<file path="config.mk">
export PLATFORM = sky130hd
export DESIGN_NAME = seg7_scan_driver
export DESIGN_NICKNAME = d
export VERILOG_FILES = /design/src/rtl/seg7_scan_driver.sv
export SDC_FILE = /design/constraint.sdc
export NUM_CORES = 1
export LEC_CHECK = 0
export ABC_CLOCK_PERIOD_IN_PS = 2200
export CORE_ASPECT_RATIO = 1.75
export CORE_MARGIN = 2
export CORE_UTILIZATION = 44
export DETAILED_ROUTE_END_ITERATION = 10
export GPL_ROUTABILITY_DRIVEN = 1
export PLACE_DENSITY = 0.72
export SETUP_SLACK_MARGIN = 0.2
export SYNTH_ARGS = -nofsm -noshare
export SYNTH_HDL_FRONTEND = slang
export SYNTH_SLANG_ARGS = --single-unit
</file>
<file path="constraint.sdc">
create_clock -name clk -period 2.2 [get_ports clk]
set_clock_uncertainty 0.15 [all_clocks]
set_input_delay 0.33 -clock clk [delete_from_list [all_inputs] [get_ports clk]]
set_output_delay 0.33 -clock clk [all_outputs]
set_load 0.02 [all_outputs]
</file>
<file path="src/rtl/seg7_scan_driver.sv">
// rtl/seg7_scan_driver.sv - four-digit multiplexed common-anode 7-segment scan driver
// Snapshots number once per frame and scans it out one digit per SCAN_DIV cycles.
module seg7_scan_driver #(
    parameter logic [15:0] SCAN_DIV = 16'd50000,
    parameter logic        BLANK_LZ = 1'b0
) (
    input  logic        clk,
    input  logic        reset,
    input  logic [15:0] number,
    input  logic [3:0]  enable,
    input  logic        hold,
    output logic [6:0]  a_to_g,
    output logic [3:0]  num_en
);

    logic [15:0] div_cnt_q, div_cnt_d;
    logic [1:0]  dig_q, dig_d;
    logic [15:0] shadow_q, shadow_d;
    logic [6:0]  a_to_g_q, a_to_g_d;
    logic [3:0]  num_en_q, num_en_d;
    logic        tick;
    logic [3:0]  nib;
    logic        lead_zero;
    logic        blank;

    function automatic logic [6:0] hex7(input logic [3:0] n);
        case (n)
            4'h0: hex7 = 7'b0000001;
            4'h1: hex7 = 7'b1001111;
            4'h2: hex7 = 7'b0010010;
            4'h3: hex7 = 7'b0000110;
            4'h4: hex7 = 7'b1001100;
            4'h5: hex7 = 7'b0100100;
            4'h6: hex7 = 7'b0100000;
            4'h7: hex7 = 7'b0001111;
            4'h8: hex7 = 7'b0000000;
            4'h9: hex7 = 7'b0000100;
            4'hA: hex7 = 7'b0001000;
            4'hB: hex7 = 7'b1100000;
            4'hC: hex7 = 7'b0110001;
            4'hD: hex7 = 7'b1000010;
            4'hE: hex7 = 7'b0110000;
            default: hex7 = 7'b0111000;
        endcase
    endfunction

    always_comb begin
        tick     = (div_cnt_q == SCAN_DIV - 16'd1);
        div_cnt_d = tick ? 16'd0 : div_cnt_q + 16'd1;
        dig_d    = tick ? dig_q + 2'd1 : dig_q;
        // Sampling only on the 3->0 wrap keeps every frame internally consistent.
        shadow_d = (tick && dig_q == 2'd3 && !hold) ? number : shadow_q;

        nib       = 4'h0;
        lead_zero = 1'b0;
        case (dig_q)
            2'd0: begin nib = shadow_q[3:0];   lead_zero = 1'b0;                   end
            2'd1: begin nib = shadow_q[7:4];   lead_zero = (shadow_q[15:4] == 12'h0); end
            2'd2: begin nib = shadow_q[11:8];  lead_zero = (shadow_q[15:8] == 8'h0);  end
            default: begin nib = shadow_q[15:12]; lead_zero = (shadow_q[15:12] == 4'h0); end
        endcase

        blank    = ~enable[dig_q] | (BLANK_LZ & (dig_q != 2'd0) & lead_zero);
        a_to_g_d = blank ? 7'h7F : hex7(nib);
        num_en_d = blank ? 4'b1111 : ~(4'b0001 << dig_q);
    end

    always_ff @(posedge clk or posedge reset) begin
        if (reset) begin
            div_cnt_q <= 16'd0;
            dig_q     <= 2'd0;
            shadow_q  <= 16'h0000;
            a_to_g_q  <= 7'b1111111;
            num_en_q  <= 4'b1111;
        end else begin
            div_cnt_q <= div_cnt_d;
            dig_q     <= dig_d;
            shadow_q  <= shadow_d;
            a_to_g_q  <= a_to_g_d;
            num_en_q  <= num_en_d;
        end
    end

    assign a_to_g = a_to_g_q;
    assign num_en = num_en_q;

endmodule

</file>
==> results.txt, run 1 <==
CTS sink count = 45
H-tree Lvls = 2
GRT Util Overall = 18.46%
final instance area = 0.003277 mm²
CP Max Fanout = 5
Fin. Hold Viols = 0
Seq/Total Area, Yosys = 48.82%
Design Power = 1.723 mW
TNS Setup = -10.09 ps
P&R area growth vs syn = 40.35%
DP Worst Slack = 37.42 ps
Final WS setup = -10.09 ps
Final GP Congestion = 0.8551
Core ar. = 0.005211 mm²
unrepaired setup endpoints after global routing = yes
Gate Count Post-Synth = 192
DP HPWL = 3539 µm
total CTS buffers = 5
Cell Rows = 35
Synth cell types = 47
share of layout cells above drive strength 1 = 41.09%
Routed Antenna Nets = 0
startpoint type of the worst setup path = flop
max-slew violation count = 0
detailed-route wire length = 5256 µm
Netlist Area Pre-Place = 0.002335 mm²
Layout Cells excl Fill = 313
total global routing overflow = 0
Nets = 291
FF/Latch Area = 0.001145 mm²
fin crit period = 2210 ps
Max IR drop VDD = 0.4016 mV
CTS tree = built
clock buffer depth = 2
f_max = 0.4525 GHz
Worst-path clk slew = 80 ps
area post-placement = 0.002874 mm²
R2R setup slack = -10 ps
CP Class = reg -> reg
top cell type by total area after synthesis = dfrtp_1
fin util = 62.88%
failing checks = setup timing
Slew @ Worst Pin = 446.4 ps
max cap viols = 0
ANT cells = 0
hold_ws = 220.7 ps
# hold bufs at CTS = 0
I/O Buffers = 33
die height = 100.4 µm
Post-Syn Nets = 226
die span in x = 59.07 µm
reg2reg path depth = 11
Layout fillers = 411
number of global-route vias before repair = 1754
relative slew slack = 70.24%
final setup fails = 1
Worst EP required = 2270 ps
die area = 0.005928 mm²
top-area cell type share of the netlist area = 36.44%
root buffer selected by CTS = clkbuf_8
Final period util = 100.5%
Clock Latency Late Sink = 300 ps
starting density of the core = 44.80%
vias per inst = 5.732
reg2reg start = dig_q[1]
DR pass1 iterations = 4
largest net degree at the start of global routing = 46
num ports = 34
worst min path class = in -> async
Ys Warns = 0
total vias in the final route = 1794
DRC Markers = 0
Worst Path Arrival = 2280 ps
Synth area leaders = dfrtp_1 36%, dfstp_2 12%, mux2_4 6.4%
average wire per standard cell = 16.79 µm
Worst Setup SP = dig_q[1]
FF+latch count, synth = 45
initial antenna violation count = 0
Power per Cell Area = 525.8 mW/mm²
First DRT Iteration DRCs = 54
syn avg cell area = 12.16 µm²
first-pass GRT wire length = 8155 µm
P_leak = 1.406 nW
crit path capture type = flop
multi-input logic area = 0.001277 mm²
outcome = finished with violations
placed cells = 289
-- worst max-delay path, cell delays in order (launching register included) --
cell and delay [ps]:
dfrtp_2 460, inv_4 70, ha_4 160, buf_4 130, a22oi_2 200, o2bb2ai_4 180, inv_2 80, ha_4 260
inv_2 30, a211oi_2 200, a211oi_2 70, o21ai_1 150
-- cells in the mapped netlist, drive strengths merged --
library cell   n
or3            1
a21o           1
a221o          1
nand2         14
nor4b          2
o221ai         1
inv           13
a22oi          3
buf            3
dfstp         11
xor2           2
a31oi          3
nand4          1
mux4           1
nor2          10
nor2b          3
mux2i          5
and3           3
nand3          8
a22o           1
nor3           3
and4           2
ha            11
xnor2          7
dfrtp         34
clkbuf         2
a222oi         2
o41ai          1
o21ai          5
a311oi         1
o311ai         1
mux2          19
a21oi          5
nor4           2
a211oi         5
and4bb         3
o2bb2ai        2
-- path summary, 6_finish.rpt --
path / endpoint
min in group clk: div_cnt_q[15]
max in group asynchronous: a_to_g[6]
setup / recovery: a_to_g[3]
hold reg to reg: div_cnt_q[15]
setup reg to reg: a_to_g[3]
hold / removal: div_cnt_q[5]
-- cell families after synthesis --
group / synth area share (%)
AO/OA/AOI/OAI: 10.08
adder cells (fa/ha/maj): 5.895
flip-flops: 48.82
XOR/XNOR: 3.376
AND/OR/NAND/NOR: 14.09
multiplexers: 13.88
buffers and inverters: 3.858
-- cell type report --
type,instances,area share [%]
tap,55,2.100
clock buffer,7,2.635
sequential,45,34.94
clock inverter,1,0.9164
inverter,13,1.642
timing repair buffer,63,18.79
multi-input combinational,129,38.98
-- per-layer routing --
metal / track usage, % / vias up / part of all wire, %
met3: 3.866 / 14 / 3.6
li1: - / 825 / -
met1: 19.82 / 896 / 37
met2: 32.74 / 59 / 57
met5: 0 / - / 0
met4: 9.615 / 0 / 3.0
-- repair_timing --
item | 4_1_cts | 5_1_grt
gates resized for setup | 16 | 20
buffers inserted | 7 | 8
pin swaps | 6 | 16
hold endpoints to repair | 0 | 0
endpoints found under the setup margin | 13 | 23
cloned | 1 | 0
-- power by group --
| group | internal [mW] | switching [mW] | total (mW) |
|---|---|---|---|
| Sequential | 0.862 | 0.0145 | 0.877 |
| Combinational | 0.119 | 0.0920 | 0.211 |
| Clock | 0.370 | 0.266 | 0.636 |
-- placed cells by master, fill, tap and decap left out, drive strengths merged, types with 5 or more instances in the layout --
cell,count
dfrtp,34
clkdlybuf4s50,33
buf,30
mux2,19
nand2,14
inv,12
dfstp,11
ha,11
nor2,10
nand3,8
xnor2,7
clkbuf,7
mux2i,5
a211oi,5
a21oi,5
o21ai,5
-- sequential cells by signal, summed over array words and instances (netlist names) --
signal / flops
dig_q: 2
shadow_q: 16
a_to_g: 7
div_cnt_q: 16
num_en: 4
(Power assumes the default switching activity.)
==> run 2, diff against run 1 <==
--- a/config.mk
+++ b/config.mk
@@ -13,6 +13,7 @@
 export GPL_ROUTABILITY_DRIVEN = 1
 export PLACE_DENSITY = 0.72
 export SETUP_SLACK_MARGIN = 0.2
+export SKIP_LAST_GASP = 1
 export SYNTH_ARGS = -nofsm -noshare
 export SYNTH_HDL_FRONTEND = slang
 export SYNTH_SLANG_ARGS = --single-unit
==> results of run 2 <==
No change in the layout: final DEF, timing and power equal those of run 1.
==> edit: new RTL, flow settings as in run 1 <==
Set the parameter `BLANK_LZ` to 1'b1 (it was 1'b0).
--- a/src/rtl/seg7_scan_driver.sv
+++ b/src/rtl/seg7_scan_driver.sv
@@ -4,3 +4,3 @@
     parameter logic [15:0] SCAN_DIV = 16'd50000,
-    parameter logic        BLANK_LZ = 1'b0
+    parameter logic        BLANK_LZ = 1'b1
 ) (
Formal check against the unedited RTL: same outputs for any inputs over 10 cycles, from zero or initial values and one cycle with reset high; that may be too few to reach the edited logic, so the function may still have changed.
==> edit against run 1 <==
- wire length rose by 12%
- the flow finishes with violations (DRC, setup timing)
- design area rose by 4.4%
- synthesized area fell by 0.80%
- die area fell by 0.75%
- setup slack got worse by 0.14 ns
- sequential cell count did not move
Power is not compared: it rests on default switching activity, and its combinational part moved more than twofold at a synthesized area within 25%.
==> edit: results (changes against run 1) <==
| Metric | Value |
|---|---|
| CTS clk-pin slew, worst paths | 0.08 ns (about the same) |
| Run status | finished, violations left |
| Fillers | 369 (-10%) |
| Vias | 1895 (+5.6%) |
| Synth top area cells | dfrtp_1 (37%), dfstp_2 (12%), mux2_2 (9.7%) |
| Post-Place Worst Slack | -0.1387 ns (-0.1761 ns) |
| Number of library cell types mapped by synthesis | 47 (unchanged) |
| DRT Pass-1 Iters | 7 (+3) |
| Endpoints failing setup | 3 (+2) |
| Synth warn | 0 (unchanged) |
| Grt met2 use | 0.3932 (+0.06581) |
| Failing checks | DRC, setup timing |
| Layout Cells excl Fill | 332 (+6.1%) |
| Clock Tree Buf Depth | 2 (unchanged) |
| Initial antenna violation count | 0 (unchanged) |
| Crit Path Max Fanout | 4 (-1) |
| Final setup TNS | -0.2671 ns (-0.2570 ns) |
| Crit path DAT | 2.43 ns (+0.15 ns) |
| Synthesized net count | 232 (+2.7%) |
| First-pass GRT wire length | 8.638 mm (+5.9%) |
| Worst-Skew Late Latency | 0.30 ns (about the same) |
| Top cell family by delay on the critical path | compound AO/OA/AOI/OAI gates |
| DP HPWL | 4.158 mm (+18%) |
| GRT Util Overall | 0.1966 (+0.01199) |
| Post-route DRC | 1 (+1) |
| Clk root buf | clkbuf_8 |
| Fraction of registers with async set/reset | 1.000 (unchanged) |
| Met3 Use GR | 0.02835 (-0.01031) |
| Hold WC Path Type | in -> async |
| Post-Syn Area per Cell | 11.76 sq um (-3.3%) |
| Layout cells sized above 1 | 0.4224 (+0.01153) |
| Worst path max stage delay | 0.41 ns (-0.05 ns) |
| PortBufs | 33 (unchanged) |
| Seq/Total Area, Yosys | 0.4922 (+0.003956) |
| Critical R2R Capture | a_to_g[3] |
| Met1 GRT Util | 0.1686 (-0.02954) |
| DR iter-0 viols | 79 (+46%) |
| Slowest cell on the critical path | a222oi_1 |
| Placed Instances | 311 (+7.6%) |
| Largest net degree at the start of global routing | 24 (-48%) |
| Peak supply drop | 0.5430 mV |
| Gp weighted congestion | 0.9210 (+7.7%) |
| Startpoint types | flip-flop |
| Dpl cell area | 0.002990 sq mm (+4.0%) |
| Worst-Margin Slew | 0.4943 ns (+0.04793 ns) |
| Final WS setup | -0.1479 ns (-0.1378 ns) |
| Avg WL per Cell | 17.70 um (+5.4%) |
| Final Net Count | 311 (+6.9%) |
| Top cells by count, synth | dfrtp_1 (34), mux2_2 (20), nand2_1 (13) |
| RR Startpoint | dig_q[0] |
| WHS | 0.1983 ns (-0.02243 ns) |
edit: cell families after synthesis:
kind of cell,synth area share
xor gates and xnor gates,0.04160
and+or+nand+nor,0.1264
DFF,0.4922
AOI/OAI and AO/OA,0.1124
muxes,0.1329
adders and majority gates,0.06483
buffers and inverters,0.02971
edit: area by class of cell:
cell class	count	area, sq um	share of cell area
Sequential cell	45	1142	0.3338
Tap cell	55	68.82	0.02011
Clock inverter	2	35.03	0.01024
Multi-Input combinational cell	138	1339	0.3912
Timing Repair Buffer	75	715.7	0.2091
Inverter	11	48.80	0.01426
Clock buffer	6	72.57	0.02121
edit: routing by layer:
| layer | up-vias | wire, um |
|---|---|---|
| li1 | 884 | - |
| met1 | 947 | 1961 |
| met2 | 45 | 3555 |
| met3 | 19 | 127 |
| met4 | 0 | 234 |
| met5 | - | 0 |
edit: worst reg2reg max path: stages (launching register included):
cell      delay (ns)
dfrtp_1         0.39
inv_2           0.08
ha_4            0.18
a222oi_1        0.41
mux2_4          0.25
inv_4           0.04
ha_1            0.21
a21boi_1        0.14
o22ai_1         0.10
a211oi_1        0.24
o21ai_1         0.09
edit: repair_timing:
item	in CTS	in global routing
gates resized for setup	15	32
setup buffers	5	7
pin swaps	5	12
setup endpoints to repair	23	23
gates cloned	0	1
hold buffers	0	0
edit: power by group through the flow:
| stage | clock network, mW | logic, mW | registers, mW |
|---|---|---|---|
| floorplan | 0 | 0.0211 | 0.865 |
| CTS | 0.626 | 0.101 | 0.840 |
| detailed placement | 0 | 0.100 | 0.856 |
| global placement | 0 | 0.0996 | 0.855 |
| finish | 0.613 | 0.101 | 0.840 |
| global route | 0.648 | 0.110 | 0.840 |
